## src/rtl/bip_ctrl_pkg.sv

```systemverilog
// Shared constants for the BIP run/debug controller: host command bytes,
// default report headers, controller state encoding and report frame length.
package bip_ctrl_pkg;

  // Host command bytes (ASCII)
  localparam logic [7:0] CMD_CLEAR = 8'h43;  // 'C'
  localparam logic [7:0] CMD_RUN   = 8'h52;  // 'R'
  localparam logic [7:0] CMD_STEP  = 8'h53;  // 'S'
  localparam logic [7:0] CMD_QUERY = 8'h51;  // 'Q'

  // Report frame headers
  localparam logic [7:0] HDR_OK_DEF = 8'hA5;
  localparam logic [7:0] HDR_TO_DEF = 8'hEE;

  // Controller states; the frame transmitter reuses IDLE/TX_REQ/TX_WAIT
  localparam int unsigned ST_W = 3;
  localparam logic [ST_W-1:0] ST_IDLE    = 3'd0;
  localparam logic [ST_W-1:0] ST_CLEAR   = 3'd1;
  localparam logic [ST_W-1:0] ST_RUN     = 3'd2;
  localparam logic [ST_W-1:0] ST_STEP    = 3'd3;
  localparam logic [ST_W-1:0] ST_SNAP    = 3'd4;
  localparam logic [ST_W-1:0] ST_TX_REQ  = 3'd5;
  localparam logic [ST_W-1:0] ST_TX_WAIT = 3'd6;

  // Frame = header + accumulator bytes + instruction count byte
  function automatic int unsigned frame_len(input int unsigned acc_w);
    return 2 + acc_w / 8;
  endfunction

endpackage

```

## src/rtl/bip_frame_tx.sv

```systemverilog
// Report frame transmitter: snapshots header/accumulator/count on load_i and
// sends them byte by byte (header, accumulator MSB first, count) via a
// start/busy handshake with the UART TX serializer.
// Ports:
//   clk, rst        clock, asynchronous active-low reset
//   load_i          1-cycle strobe: latch snapshot and begin the frame
//   hdr_i/acc_i/cnt_i  snapshot values
//   tx_busy_i       serializer busy
//   tx_data_o       byte being sent, stable until the serializer finishes it
//   tx_start_o      request, held until tx_busy_i is seen high
//   frame_done_o    1-cycle pulse after the last byte completes
module bip_frame_tx
  import bip_ctrl_pkg::*;
#(
  parameter int unsigned ACC_W = 16,
  parameter int unsigned CNT_W = 8
) (
  input  logic             clk,
  input  logic             rst,
  input  logic             load_i,
  input  logic [7:0]       hdr_i,
  input  logic [ACC_W-1:0] acc_i,
  input  logic [CNT_W-1:0] cnt_i,
  input  logic             tx_busy_i,
  output logic [7:0]       tx_data_o,
  output logic             tx_start_o,
  output logic             frame_done_o
);

  localparam int unsigned FRAME_LEN = frame_len(ACC_W);
  localparam int unsigned FRAME_W   = ACC_W + CNT_W + 8;
  localparam int unsigned IDX_W     = $clog2(FRAME_LEN);

  logic [ST_W-1:0]    phase_q, phase_d;
  logic [IDX_W-1:0]   idx_q, idx_d;
  logic [FRAME_W-1:0] sr_q, sr_d;      // bytes still to send, top-aligned
  logic [7:0]         data_q, data_d;
  logic               start_q, start_d;
  logic               done_q, done_d;

  // Handshake sequencing; a load always restarts the frame from the header
  always_comb begin
    phase_d = phase_q;
    idx_d   = idx_q;
    sr_d    = sr_q;
    data_d  = data_q;
    start_d = start_q;
    done_d  = 1'b0;
    case (phase_q)
      ST_TX_REQ: begin
        // busy high is the handoff, even if it was already high on entry
        if (tx_busy_i) begin
          start_d = 1'b0;
          phase_d = ST_TX_WAIT;
        end
      end
      ST_TX_WAIT: begin
        if (!tx_busy_i) begin
          if (idx_q == IDX_W'(FRAME_LEN - 1)) begin
            phase_d = ST_IDLE;
            done_d  = 1'b1;
          end else begin
            idx_d   = idx_q + IDX_W'(1);
            data_d  = sr_q[FRAME_W-1 -: 8];
            sr_d    = sr_q << 8;
            start_d = 1'b1;
            phase_d = ST_TX_REQ;
          end
        end
      end
      default: ;
    endcase
    if (load_i) begin
      phase_d = ST_TX_REQ;
      idx_d   = '0;
      data_d  = hdr_i;
      sr_d    = {acc_i, cnt_i, 8'h00};
      start_d = 1'b1;
      done_d  = 1'b0;
    end
  end

  always_ff @(posedge clk or negedge rst) begin
    if (!rst) begin
      phase_q <= ST_IDLE;
      idx_q   <= '0;
      sr_q    <= '0;
      data_q  <= '0;
      start_q <= 1'b0;
      done_q  <= 1'b0;
    end else begin
      phase_q <= phase_d;
      idx_q   <= idx_d;
      sr_q    <= sr_d;
      data_q  <= data_d;
      start_q <= start_d;
      done_q  <= done_d;
    end
  end

  assign tx_data_o    = data_q;
  assign tx_start_o   = start_q;
  assign frame_done_o = done_q;

endmodule

```

## src/rtl/bip_run_ctrl.sv

```systemverilog
// Run/debug controller between UART RX, the BIP core and UART TX. Decodes
// single-byte host commands (C clear, R run, S step, Q query), gates BIP
// execution through a clock enable, snapshots accumulator and instruction
// count, and reports them as a frame through bip_frame_tx.
// Optional build macro BIP_RUN_CTRL_WATCHDOG_EN: aborts a run after MAX_RUN
// enabled cycles without done and reports with header HDR_TO.
// Ports:
//   clk, rst              clock, asynchronous active-low reset
//   i_rx_data/i_rx_valid  command byte and its 1-cycle strobe
//   i_bip_done            BIP halted (level)
//   i_accumulator         BIP accumulator
//   i_inst_count          BIP instruction count
//   o_bip_en              BIP clock enable (gated combinationally by done)
//   o_bip_clr             1-cycle clear pulse to the BIP
//   o_tx_data/o_tx_start  report byte and TX request
//   i_tx_busy             TX serializer busy
//   o_busy                controller not idle
//   o_cmd_err             1-cycle pulse: command dropped
module bip_run_ctrl
  import bip_ctrl_pkg::*;
#(
  parameter int unsigned ACC_W   = 16,
  parameter int unsigned CNT_W   = 8,
`ifdef BIP_RUN_CTRL_WATCHDOG_EN
  parameter logic [7:0]  HDR_TO  = HDR_TO_DEF,
  parameter int unsigned MAX_RUN = 4096,
`endif
  parameter logic [7:0]  HDR_OK  = HDR_OK_DEF
) (
  input  logic             clk,
  input  logic             rst,
  input  logic [7:0]       i_rx_data,
  input  logic             i_rx_valid,
  input  logic             i_bip_done,
  input  logic [ACC_W-1:0] i_accumulator,
  input  logic [CNT_W-1:0] i_inst_count,
  output logic             o_bip_en,
  output logic             o_bip_clr,
  output logic [7:0]       o_tx_data,
  output logic             o_tx_start,
  input  logic             i_tx_busy,
  output logic             o_busy,
  output logic             o_cmd_err
);

  logic [ST_W-1:0] state_q, state_d;
  logic            err_q, err_d;
  logic            load_c;
  logic            frame_done;
  logic [7:0]      hdr_c;

`ifdef BIP_RUN_CTRL_WATCHDOG_EN
  localparam int unsigned WD_W = $clog2(MAX_RUN + 1);
  logic [WD_W-1:0] wd_q, wd_d;
  logic            to_q, to_d;
`endif

  // Command decode and run sequencing
  always_comb begin
    state_d = state_q;
    err_d   = 1'b0;
    load_c  = 1'b0;
`ifdef BIP_RUN_CTRL_WATCHDOG_EN
    wd_d    = wd_q;
    to_d    = to_q;
`endif
    case (state_q)
      ST_IDLE: begin
        if (i_rx_valid) begin
`ifdef BIP_RUN_CTRL_WATCHDOG_EN
          to_d = 1'b0;
`endif
          case (i_rx_data)
            CMD_CLEAR: state_d = ST_CLEAR;
            CMD_RUN: begin
              state_d = ST_RUN;
`ifdef BIP_RUN_CTRL_WATCHDOG_EN
              wd_d    = '0;
`endif
            end
            CMD_STEP:  state_d = ST_STEP;
            CMD_QUERY: state_d = ST_SNAP;
            default:   err_d   = 1'b1;
          endcase
        end
      end
      ST_CLEAR: state_d = ST_IDLE;
      ST_RUN: begin
        if (i_bip_done) begin
          state_d = ST_SNAP;
        end
`ifdef BIP_RUN_CTRL_WATCHDOG_EN
        else begin
          // this cycle is enabled; leave once it is the MAX_RUN-th one
          wd_d = wd_q + WD_W'(1);
          if (wd_q == WD_W'(MAX_RUN - 1)) begin
            state_d = ST_SNAP;
            to_d    = 1'b1;
          end
        end
`endif
      end
      ST_STEP: state_d = ST_SNAP;
      ST_SNAP: begin
        load_c  = 1'b1;
        state_d = ST_TX_REQ;
      end
      ST_TX_REQ: begin
        if (frame_done) state_d = ST_IDLE;
      end
      default: state_d = ST_IDLE;
    endcase
    if (i_rx_valid && (state_q != ST_IDLE)) err_d = 1'b1;
  end

  always_ff @(posedge clk or negedge rst) begin
    if (!rst) begin
      state_q <= ST_IDLE;
      err_q   <= 1'b0;
    end else begin
      state_q <= state_d;
      err_q   <= err_d;
    end
  end

`ifdef BIP_RUN_CTRL_WATCHDOG_EN
  always_ff @(posedge clk or negedge rst) begin
    if (!rst) begin
      wd_q <= '0;
      to_q <= 1'b0;
    end else begin
      wd_q <= wd_d;
      to_q <= to_d;
    end
  end

  assign hdr_c = to_q ? HDR_TO : HDR_OK;
`else
  assign hdr_c = HDR_OK;
`endif

  // Enable drops in the same cycle done rises
  assign o_bip_en  = ((state_q == ST_RUN) || (state_q == ST_STEP)) && !i_bip_done;
  assign o_bip_clr = (state_q == ST_CLEAR);
  assign o_busy    = (state_q != ST_IDLE);
  assign o_cmd_err = err_q;

  bip_frame_tx #(
    .ACC_W (ACC_W),
    .CNT_W (CNT_W)
  ) u_frame_tx (
    .clk          (clk),
    .rst          (rst),
    .load_i       (load_c),
    .hdr_i        (hdr_c),
    .acc_i        (i_accumulator),
    .cnt_i        (i_inst_count),
    .tx_busy_i    (i_tx_busy),
    .tx_data_o    (o_tx_data),
    .tx_start_o   (o_tx_start),
    .frame_done_o (frame_done)
  );

endmodule

```

## config.mk

```make
export PLATFORM = sky130hd
export DESIGN_NAME = bip_run_ctrl
export DESIGN_NICKNAME = d
export VERILOG_FILES = /design/src/rtl/bip_ctrl_pkg.sv /design/src/rtl/bip_frame_tx.sv /design/src/rtl/bip_run_ctrl.sv
export SDC_FILE = /design/constraint.sdc
export NUM_CORES = 1
export LEC_CHECK = 0
export ABC_AREA = 1
export BUFFER_PORTS_ARGS = -buffer_cell sky130_fd_sc_hd__buf_2
export CAP_MARGIN = 20
export CORE_ASPECT_RATIO = 0.5
export CORE_MARGIN = 2
export CORE_UTILIZATION = 55
export DETAILED_ROUTE_END_ITERATION = 8
export PLACE_DENSITY = 0.83
export SKIP_CTS_REPAIR_TIMING = 1
export SLEW_MARGIN = 20
export SYNTH_ARGS = -nofsm -noshare
export SYNTH_HDL_FRONTEND = slang
export SYNTH_SLANG_ARGS = --single-unit
```

## constraint.sdc

```tcl
create_clock -name clk -period 3.36 [get_ports clk]
set_input_delay 0.336 -clock clk [delete_from_list [all_inputs] [get_ports clk]]
set_output_delay 0.336 -clock clk [all_outputs]
set_load 0.01 [all_outputs]
```

Yosys cells after proc, flatten, opt, wreduce, memory -nomap -nowiden --
Index checks and enable logic that the tools add are counted.
Operators by class: equal/unequal tests 21, mux-type cells 36, add/subtract/negate cells 1, reductions and logical operators 13
Operator list (count):
- 2-to-1 mux 32 bit | 4
- equality test 8 x 7 -> 1 bit (second input constant) | 4
- 2-to-1 mux 8 bit | 4
- 2-to-1 mux 3 bit | 7
- case mux 3 bit (5 select lines) | 1
- 2-to-1 mux 1 bit | 13
- equality test 3 bit (second input constant) | 4
- case mux 3 bit (4 select lines) | 1
- != test 3 bit (second input constant) | 3
- 2-to-1 mux 2 bit | 4
- AND reduction 4 bit | 2
- equality test 3 x 2 -> 1 bit (second input constant) | 2
- != test 2 bit (second input constant) | 3
- case mux 3 bit (2 select lines) | 1
- AND reduction 3 bit | 2
- nonzero test 3 bit | 2
- != test 5 x 1 -> 1 bit (second input constant) | 1
- != test 2 x 1 -> 1 bit (second input constant) | 2
- OR reduction 4 bit | 1
- equality test 3 x 1 -> 1 bit (second input constant) | 1
- zero test 3 bit | 1
- adder 2 x 1 -> 2 bit (second input constant) | 1
- equality test 2 bit (second input constant) | 1
- logical AND 1 bit | 2
- other kinds (4) | 4
Word-level totals: input bits 37, output and inout bits 13, register bits after elaboration 51

Logic depth before layout (Yosys ltp) --
Gate-level depths: netlist of the first run.
word-level depth 6, depth in mapped cells 9, mapped depth without buffers 9

Modules after synthesis --
From an unflattened synthesis of the first run, not the netlist that was laid out.
Unflattened totals: cells, all modules 231, area, all modules 2177.1 um^2
Modules (own cells, without submodules):
- bip_frame_tx | times used 1, cells each 168, area an instance 1793.0 um^2
- bip_run_ctrl | times used 1, cells each 63, area an instance 384.1 um^2

Worst setup path before layout of the first run --
OpenSTA, ideal clock, no wires.
kind flip-flop to flip-flop, from register state_q[1], to register u_frame_tx.sr_q[29], setup slack 2.029 ns, buffers on the path 1, arrival time 1.213 ns, data required time 3.241 ns, cell stages (with the launch flop) 9, cells stage by stage dfrtp_1 -> nor2_1 -> inv_2 -> nor2_2 -> inv_2 -> o21ai_4 -> buf_4 -> o21ai_1 -> o21a_1
Between the ends: cells in the longest elaborated chain, start to end 4
Ends and longest elaborated chain:
- from (decl) | line bip_run_ctrl.sv:46 | logic [ST_W-1:0] state_q, state_d;
- from (signal assigned) | line bip_run_ctrl.sv:121 | state_q <= state_d;
- equality test 3 bit * | line bip_run_ctrl.sv:67 | case (state_q)
- 2-to-1 mux 1 bit * | line bip_run_ctrl.sv:67
- != test 2 bit (no source line), or another cell as far along
- AND reduction 3 bit (no source line)
- to (signal assigned) | line bip_frame_tx.sv:94 | sr_q <= sr_d;
- to (decl) | line bip_frame_tx.sv:36 | logic [FRAME_W-1:0] sr_q, sr_d;
Every way passes the cells marked *; elsewhere a longest branch is shown, timed or not. A chain may end at the register's enable or synchronous reset.

Worst setup path in the final report of the first run --
from register u_frame_tx.phase_q[0], to register u_frame_tx.data_q[4] (netlist: u_frame_tx.tx_data_o[4])
Between the ends: cells in the longest elaborated chain, start to end 3
Ends and longest elaborated chain:
- from (decl) | line bip_frame_tx.sv:34 | logic [ST_W-1:0] phase_q, phase_d;
- from (signal assigned) | line bip_frame_tx.sv:92 | phase_q <= phase_d;
- equality test 3 bit | line bip_frame_tx.sv:49 | case (phase_q)
- nonzero test 2 bit (no source line)
- AND reduction 3 bit (no source line)
- to (signal assigned) | line bip_frame_tx.sv:95 | data_q <= data_d;
- to (decl) | line bip_frame_tx.sv:37 | logic [7:0] data_q, data_d;
Every way passes these cells.

==> summary.txt, run 1 <==
Outcome
  – Status: complete, no violations

Floorplan
  – Die width: 89.70 um
  – FP Rows: 15
  – Die Span Y: 46.85 um
  – Die ar.: 0.004202 sq mm
  – Core Region: 0.003472 sq mm
  – IO Pins: 50
  – Initial Util: 58.16%

Power and ir drop
  – Net Sw Power: 0.5642 mW
  – Switching Share: 34.20%
  – P per Cell Area: 694.8 mW/mm^2
  – Leakage: 1.262 nW
  – Overall power: 1.650 mW
  – Sequential power share: 49.4%
  – Comb power frac: 30.8%
  – Max IR drop VDD: 0.0004270 V
  – Internal: 1.086 mW
  – Clk pwr share: 19.8%

Run
  – Max Cap Viol: 0

Synthesis
  – Post-synthesis sequential area ratio: 53.28%
  – Yosys top cell area share: 53.28%
  – Largest area contributor in the netlist: dfrtp_1
  – Cell variety after synth: 23
  – Synthesized cell area: 0.002019 sq mm
  – Yosys Warn Count: 0
  – Avg Synthesized Cell Area: 7.858 sq um
  – Cells after Synth: 257
  – Mapped Nets: 295
  – #FFs+latches synth: 43
  – Synth area leaders: dfrtp_1, nand2_1, o21ai_0

Critical path
  – Crit path launch: u_frame_tx.phase_q[0]
  – R2R Path Start: u_frame_tx.phase_q[0]
  – Worst Setup Path Type: register to register
  – Worst-path cell chain: nor3_2 -> nand2_1 -> o21ai_4 -> nand2_2 -> o21ai_0
  – Endpoint class of the critical path: register
  – Crit start category: register
  – Worst-path fanout max: 42
  – Critical Path RT: 3560 ps
  – Slowest-stage cell, CP: o21ai_4
  – Crit path DAT: 2330 ps
  – Slowest stage delay, CP: 720 ps

Final layout
  – Most frequent cells in the layout: nand2_1, buf_2, dfrtp_1
  – N_diodes: 0
  – Nets: 343
  – Most common cell after layout, fill and taps aside: nand2_1
  – Share of layout cells above drive strength 1: 21.31%
  – Syn-to-layout area delta: 17.60%

Timing
  – Slew Limit Headroom: 38.97%
  – Final Hold Fails: 0
  – Worst-margin pin slew: 915.4 ps
  – Max Fclk: 468.5 MHz
  – Setup_tns: 0 ps
  – Unrepaired setup endpoints after global routing: no
  – Clock Skew: 5.746 ps
  – Final period utilization: 63.53%
  – Fin. max-slew vios: 0
  – Setup violations, final: 0
  – Minimum clock period: 2134 ps

Drt
  – DRC Markers: 0
  – DR pass1 iterations: 4
  – Post-DRT Antenna Nets: 0
  – Vias: 1713
  – Vias per Instance: 4.812
  – WL/cell: 11.14 um
  – DRT Wirelength: 3967 um
  – DRT iter0 DRCs: 89

Clock tree
  – CTS tree: yes
  – CTS HTree Levels: 2
  – Later-pin clock latency in the skew report: 290 ps
  – Num CTS Buffers: 5
  – Reg clk slew, reported paths: 80 ps
  – Clk buf depth: 2
  – Clock tree sinks: 43
  – Clk root buf: clkbuf_8

Place
  – Port Buffers: 49
  – Dpl hpwl: 2838 um
  – GPL Wtd Cong: 0.8796

GRT
  – Total GRT Usage: 20.57%
  – Vias in the first global route: 1568
  – Largest net degree at the start of global routing: 44
  – First-pass GRT wire length: 6320 um
  – Grt ovf: 0
  – Initial antenna violation count: 0

Worst hold path
  – Hold Path Class: input port to async pin
## per-stage QoR
stage	utilization, %	instance area, sq um	setup WS [ps]	cells	hold slack [ps]
finish	68.40	2375	1226	356	177.5
floorplan	-	2019	2029	257	40.41
global placement	65.87	2287	1380	349	464.9
global route	68.40	2375	1042	356	218.7
detailed placement	65.87	2287	1255	349	463.7
CTS	68.40	2375	1239	356	202.8
## cells in the mapped netlist
library cell,n
nand2_2,1
nor3_1,2
a21oi_1,3
dfrtp_1,43
nor2_1,31
buf_4,2
nand4_1,1
o211ai_1,5
clkbuf_1,1
inv_1,34
buf_2,6
nor3_2,1
o21ai_4,1
o21ai_1,4
nand2_1,75
o21ai_0,31
nor2_2,1
a21boi_0,1
ha_1,1
inv_2,4
o21a_1,2
o22ai_1,1
nand3_1,6
## logic make-up (layout without fill, tap and decap cells)
kind of cell	Yosys count	after routing	share of synthesized area, %
flops	43	43	53.28
simple gates	118	118	23.11
fa+ha+maj	1	1	0.6195
buf+inv	47	95	9.479
compound gates	48	48	13.51
## flip-flops by register name (all words and copies together), names as in the netlist
name	count
o_cmd_err	1
u_frame_tx.frame_done_o	1
u_frame_tx.tx_data_o	8
u_frame_tx.tx_start_o	1
u_frame_tx.idx_q	2
u_frame_tx.sr_q	24
state_q	3
u_frame_tx.phase_q	3
## routing by layer
layer	wire length, um	GRT usage [%]	up-vias
li1	-	-	891
met1	1831	24.41	770
met2	1878	35.74	47
met3	215	5.448	5
met4	41	10.75	0
met5	0	0	-
## final cells by class
type                       count  area (sq um)
clock buffer                   6         82.58
clock inverter                 1         5.005
fill                         293          1097
inverter                      38         142.6
multi-input combinational    167         752.0
sequential                    43          1076
tap                           51         63.81
timing repair buffer          50         252.7
## worst paths after layout
| path | to | slack [ps] | cells past startpoint |
|---|---|---|---|
| worst max-delay path | u_frame_tx.tx_data_o[4] | 1230 | 5 |
| worst min-delay path | u_frame_tx.sr_q[11] | 180 | 1 |
| worst max register to register | u_frame_tx.tx_data_o[4] | 1230 | 5 |
| worst min register to register | u_frame_tx.tx_start_o | 480 | 2 |
| max in group asynchronous | u_frame_tx.tx_data_o[4] | 2610 | 1 |
| min in group clk | u_frame_tx.frame_done_o | 220 | 2 |
## power groups by stage
stage / clock network [mW] / registers (mW) / logic (mW)
floorplan: 0 / 0.833 / 0.342
global placement: 0 / 0.818 / 0.486
detailed placement: 0 / 0.824 / 0.511
CTS: 0.334 / 0.815 / 0.515
global route: 0.361 / 0.841 / 0.592
finish: 0.326 / 0.815 / 0.509
## worst max-delay path: cells and delay by family, from the launching register on
| family | cells | cell delay [ps] |
|---|---|---|
| flip-flops | 1 | 410 |
| AO/OA/AOI/OAI | 2 | 980 |
| AND/OR/NAND/NOR | 3 | 640 |
Note: power is estimated with default switching activity, not from simulation.
==> inputs of run 2 (changes only) <==
Settings changed: ABC_AREA 1 to 0, CORE_UTILIZATION 55 to 48, PLACE_DENSITY 0.83 to 0.77.
Clock period 3.36 ns to 1.9 ns, I/O delays scaled along.
==> run 2 against run 1 <==
  * The run now ends with hold timing left
  * Clock skew fell by 2.8 ps
  * Critical endpoint is now u_frame_tx.sr_q[27]
  * Cell count down 8.1%
  * Via count grew 0.99%
  * Clock power rose by 91%
  * Largest cell class unchanged
  * Largest power group unchanged
  * Register-to-register slack lost 1100 ps
  * Worst setup slack got worse by 1100 ps
==> summary.txt, run 2 <==
Synthesis
  – Post-synthesis mux area share: 0%
  – Most common cell in the synthesized netlist: nand2_1
  – Synthesized cell area: 0.002061 sq mm
  – Cell variety after synth: 36
  – XOR/XNOR Fraction of Synth Area: 0.8500%
  – List of most frequent post-synthesis cells: nand2_1, dfrtp_1, nor2_1, a31oi_1, nand3_1
  – Adder-cell area share of the yosys netlist: 1.093%
  – Synth area leaders: dfrtp_1, nand2_1, a31oi_1
  – Mapped Nets: 264
  – #FFs+latches synth: 43
  – Largest family of logic cells by synthesized area: simple AND/OR/NAND/NOR gates
  – Simple-gate share of the synthesized area: 29.87%
  – Post-synth top flop: dfrtp_1
  – Largest area contributor in the netlist: dfrtp_1
  – EDFF count, synth: 0
  – Post-synthesis sequential area ratio: 52.22%
  – Yosys Warn Count: 0
  – Post-synthesis compound-gate area fraction: 10.87%
  – Yosys top cell area share: 52.22%
  – Cells after Synth: 226
  – Post-synthesis async set-or-reset flop share: 100.0%
  – Avg Synthesized Cell Area: 9.118 sq um

Timing
  – Final Hold Fails: 43
  – Setup_tns: 0 ps
  – Worst-margin pin slew: 583.8 ps
  – WHS: -45.00 ps
  – Max Fclk: 574.2 MHz
  – Final period utilization: 91.66%
  – Slew Limit Headroom: 60.75%
  – Setup violations, final: 0
  – Unrepaired setup endpoints after global routing: no
  – Fin. max-slew vios: 0
  – Clock Skew: 2.915 ps
  – Minimum clock period: 1742 ps
  – Post-route setup slack: 158.4 ps

Critical path
  – Worst-path fanout max: 34
  – Worst Setup Path Type: register to register
  – Critical Path RT: 2040 ps
  – R2R Setup Slk: 160 ps
  – Crit path buf inv count: 1
  – Slowest-stage cell, CP: or4b_1
  – R2R Path Start: u_frame_tx.idx_q[0]
  – Crit start category: register
  – Crit path max-delay family: simple AND/OR/NAND/NOR gates
  – Crit path launch: u_frame_tx.idx_q[0]
  – Worst R2R End: u_frame_tx.sr_q[27]
  – Endpoint class of the critical path: register
  – Worst-path cell chain: ha_1 -> or4b_1 -> buf_4 -> nand2_1 -> a31oi_1
  – Reg2reg path depth: 5
  – Slowest stage delay, CP: 500 ps
  – Crit path DAT: 1880 ps

Power and ir drop
  – Overall power: 1.663 mW
  – P per Cell Area: 685.4 mW/mm^2
  – Comb power frac: 5.8%
  – Switching Share: 21.19%
  – Sequential power share: 56.7%
  – Clk pwr share: 37.5%
  – Leakage: 1.171 nW
  – Net Sw Power: 0.3524 mW
  – Internal: 1.310 mW
  – Max IR drop VDD: 0.0003428 V

Final layout
  – Largest Register: u_frame_tx.sr_q
  – N_diodes: 0
  – Non-filler instance count after layout: 327
  – Most common cell after layout, fill and taps aside: nand2_1
  – Max reg flops: 24
  – Share of layout cells above drive strength 1: 24.91%
  – Most frequent cells in the layout: nand2_1, buf_2, dfrtp_1
  – Nets: 310
  – Filler instances: 350
  – Multi-input gate area: 879.6 sq um
  – Reg area: 0.001076 sq mm
  – Syn-to-layout area delta: 17.73%

Place
  – GPL Wtd Cong: 0.7798
  – DP Cell Count: 319
  – Port Buffers: 49
  – DP Worst Slack: 175.6 ps
  – Dpl hpwl: 2892 um

Outcome
  – Status: finished, violations left
  – Failing checks: hold timing

Floorplan
  – FP Rows: 16
  – Core Region: 0.004004 sq mm
  – Die width: 96.66 um
  – Die Span Y: 50.33 um
  – Die ar.: 0.004865 sq mm
  – Initial Util: 51.47%
  – IO Pins: 50

Clock tree
  – Clk root buf: clkbuf_8
  – Num CTS Buffers: 5
  – CTS tree: yes
  – Clk buf depth: 2
  – Later-pin clock latency in the skew report: 290 ps
  – Clock tree sinks: 43
  – Reg clk slew, reported paths: 80 ps
  – CTS HTree Levels: 2

GRT
  – Vias in the first global route: 1661
  – Largest net degree at the start of global routing: 47
  – Total GRT Usage: 18.79%
  – Grt ovf: 0
  – First-pass GRT wire length: 7348 um
  – Initial antenna violation count: 0

Drt
  – Post-DRT Antenna Nets: 0
  – DRT Wirelength: 4301 um
  – WL/cell: 13.15 um
  – DRC Markers: 0
  – DR pass1 iterations: 6
  – Vias per Instance: 5.291
  – DRT iter0 DRCs: 103
  – Vias: 1730

Run
  – Max Cap Viol: 0

Worst hold path
  – Hold Path Class: input port to async pin
==> run 2: cells by family (layout without fill, tap and decap cells) <==
logic type	after synthesis	after routing
and+or+nand+nor	129	129
DFF	43	43
AOI/OAI and AO/OA	34	34
buffers and inverters	16	63
adders and majority gates	2	2
xor gates and xnor gates	2	2
==> run 2: how the worst max path moves through the flow <==
stage	to	cells past startpoint
after floorplan	u_frame_tx.sr_q[17]	6
after global placement	u_frame_tx.sr_q[25]	5
after detailed placement	u_frame_tx.sr_q[27]	5
after CTS	u_frame_tx.sr_q[27]	5
after global routing	u_frame_tx.sr_q[29]	5
final	u_frame_tx.sr_q[27]	5
==> run 2: worst reg2reg max path, delay by kind of cell, from the launching register on <==
| kind | cells | cell delay [ps] |
|---|---|---|
| simple gates | 2 | 620 |
| flops | 1 | 400 |
| buf+inv | 1 | 250 |
| fa+ha+maj | 1 | 220 |
| compound gates | 1 | 100 |
==> run 2: final cells by class <==
type                            instances  share of cell area, %
Sequential cell                        43                  44.35
Multi-Input combinational cell        167                  36.26
Timing Repair Buffer                   55                  12.48
Clock buffer                            8                  4.126
Tap cell                               54                  2.785
==> run 2: metrics by stage <==
step           utilization, %  instance area (sq um)
6_report                60.59                   2426
5_1_grt                 60.59                   2426
4_1_cts                 60.59                   2426
3_5_place_dp            58.09                   2326
3_3_place_gp            58.09                   2326
2_1_floorplan               -                   2061
==> run 2: per-layer routing <==
metal / up-vias / GRT usage, % / wire length (um)
met5: - / 0 / 0
met4: 0 / 5.399 / 39
met3: 6 / 5.014 / 212
met2: 46 / 32.75 / 2011
met1: 820 / 23.50 / 2037
li1: 858 / - / -
==> run 2: power groups by stage <==
stage | logic [mW] | registers [mW] | clock network (mW)
floorplan | 0.0299 | 0.959 | 0
global placement | 0.0927 | 0.961 | 0
detailed placement | 0.0966 | 0.961 | 0
CTS | 0.0973 | 0.942 | 0.644
global route | 0.108 | 0.945 | 0.692
finish | 0.0960 | 0.942 | 0.624
==> inputs of run 3 (changes only) <==
Settings changed: ABC_AREA 0 to 1, CORE_UTILIZATION 48 to 47, PLACE_DENSITY 0.77 to 0.76.
==> run 3 against run 2 <==
  * Fmax rose by 10%
  * Largest cell class unchanged
  * Sequential share of layout area fell by 0.14 points
  * The run now ends clean
  * Via count fell by 0.29%
==> summary.txt, run 3 (synthesized netlist as in run 1, its figures left out) <==
Outcome
  – Status: complete, no violations

Clock tree
  – CTS HTree Levels: 2
  – Clk buf depth: 2
  – Num CTS Buffers: 5
  – Clock tree sinks: 43
  – CTS tree: yes
  – Later-pin clock latency in the skew report: 300 ps
  – Clk root buf: clkbuf_8
  – Reg clk slew, reported paths: 70 ps

Timing
  – Max Fclk: 632.5 MHz
  – Clock Skew: 7.249 ps
  – Minimum clock period: 1581 ps
  – Fin. max-slew vios: 0
  – Slew Limit Headroom: 67.62%
  – Setup violations, final: 0
  – Final Hold Fails: 0
  – Worst-margin pin slew: 485.7 ps
  – WHS: 75.63 ps
  – Final period utilization: 83.21%
  – Setup_tns: 0 ps
  – Unrepaired setup endpoints after global routing: no

Critical path
  – Slowest stage delay, CP: 410 ps
  – Reg2reg path depth: 5
  – Crit path DAT: 1790 ps
  – Crit path buf inv count: 0
  – Crit path max-delay family: simple AND/OR/NAND/NOR gates
  – Number of cells on the critical path: 5
  – Crit start category: register
  – Worst R2R End: u_frame_tx.tx_data_o[3]
  – Endpoint class of the critical path: register
  – R2R Path Start: u_frame_tx.phase_q[0]
  – R2R Setup Slk: 320 ps
  – Worst Setup Path Type: register to register
  – Critical Path RT: 2110 ps
  – Slowest-stage cell, CP: dfrtp_1
  – Worst-path cell chain: nor3_2 -> nand2_1 -> o21ai_4 -> nand2_2 -> o21ai_0
  – Worst-path fanout max: 12

Power and ir drop
  – Switching Share: 32.93%
  – Internal: 2.031 mW
  – Clk pwr share: 22.6%
  – Leakage: 1.291 nW
  – Comb power frac: 30.0%
  – Max IR drop VDD: 0.0005739 V
  – P per Cell Area: 1245 mW/mm^2
  – Net Sw Power: 0.9973 mW
  – Sequential power share: 47.4%

GRT
  – Initial antenna violation count: 0
  – Largest net degree at the start of global routing: 31
  – Grt ovf: 0
  – Vias in the first global route: 1592
  – Total GRT Usage: 18.16%
  – First-pass GRT wire length: 7010 um

Final layout
  – Reg area: 0.001076 sq mm
  – N_diodes: 0
  – Multi-input gate area: 752.0 sq um
  – Most common cell after layout, fill and taps aside: nand2_1
  – Final core utilization: 60.78%
  – Syn-to-layout area delta: 20.51%
  – Largest Register: u_frame_tx.sr_q
  – Max reg flops: 24
  – Most frequent cells in the layout: nand2_1, buf_2, dfrtp_1
  – Nets: 348
  – Share of layout cells above drive strength 1: 21.94%
  – Filler instances: 375

Drt
  – WL/cell: 11.09 um
  – DR pass1 iterations: 4
  – DRT Wirelength: 4037 um
  – DRC Markers: 0
  – Vias per Instance: 4.739
  – Post-DRT Antenna Nets: 0
  – Vias: 1725
  – DRT iter0 DRCs: 83

Place
  – GPL Wtd Cong: 0.8340
  – Dpl hpwl: 3014 um
  – Port Buffers: 49

Floorplan
  – Die width: 96.70 um
  – Die Span Y: 50.35 um
  – Core Region: 0.004004 sq mm
  – IO Pins: 50
  – FP Rows: 16
  – Initial Util: 50.44%
  – Die ar.: 0.004869 sq mm

Worst hold path
  – Hold Path Class: input port to register
  – Worst hold start: i_tx_busy
  – Worst Hold Endpoint: u_frame_tx.frame_done_o
  – Cells on Worst Hold Path: 2

Run
  – Max Cap Viol: 0
[run 3: worst max-delay path by stage]
stage | end | from | slack (ps)
2_1_floorplan | u_frame_tx.sr_q[29] | state_q[1] | 570
3_3_place_gp | u_frame_tx.sr_q[24] | state_q[2] | 390
3_5_place_dp | u_frame_tx.tx_data_o[3] | u_frame_tx.phase_q[0] | 310
4_1_cts | u_frame_tx.tx_data_o[3] | u_frame_tx.phase_q[0] | 300
5_1_grt | u_frame_tx.tx_data_o[7] | state_q[1] | 160
6_report | u_frame_tx.tx_data_o[3] | u_frame_tx.phase_q[0] | 320
[run 3: final cells by class]
| class | instances | share of cell area [%] |
|---|---|---|
| Clock buffer | 6 | 2.982 |
| Clock inverter | 1 | 1.234 |
| Inverter | 38 | 5.861 |
| Multi-Input combinational cell | 167 | 30.90 |
| Sequential cell | 43 | 44.22 |
| Tap cell | 54 | 2.776 |
| Timing Repair Buffer | 55 | 12.03 |
[run 3: worst reg2reg max path, stage by stage (launching register included)]
cell and delay (ps):
dfrtp_1 410, nor3_2 210, nand2_1 130, o21ai_4 310, nand2_2 210, o21ai_0 230
[run 3: through the flow]
stage / setup slack [ps] / cells / total power, mW / cell area [sq um]
floorplan: 568.5 / 257 / 2.077 / 2019
global placement: 394.8 / 356 / 2.320 / 2321
detailed placement: 311.3 / 356 / 2.372 / 2321
CTS: 299.8 / 363 / 3.061 / 2424
global route: 160.4 / 364 / 3.264 / 2434
finish: 319.0 / 364 / 3.029 / 2434
[run 3: metal layers]
layer	global-route usage (%)	routed length, um
met1	24.03	1952
met2	28.82	1820
met3	5.153	192
met4	7.042	72
met5	0	0
[run 3: power groups by stage]
stage                     Clock, mW  Combinational (mW)  Sequential [mW]
after floorplan                   0               0.604             1.47
after global routing          0.735                1.05             1.47
after CTS                     0.699               0.923             1.44
after detailed placement          0               0.915             1.46
final                         0.685               0.910             1.43
after global placement            0               0.881             1.44
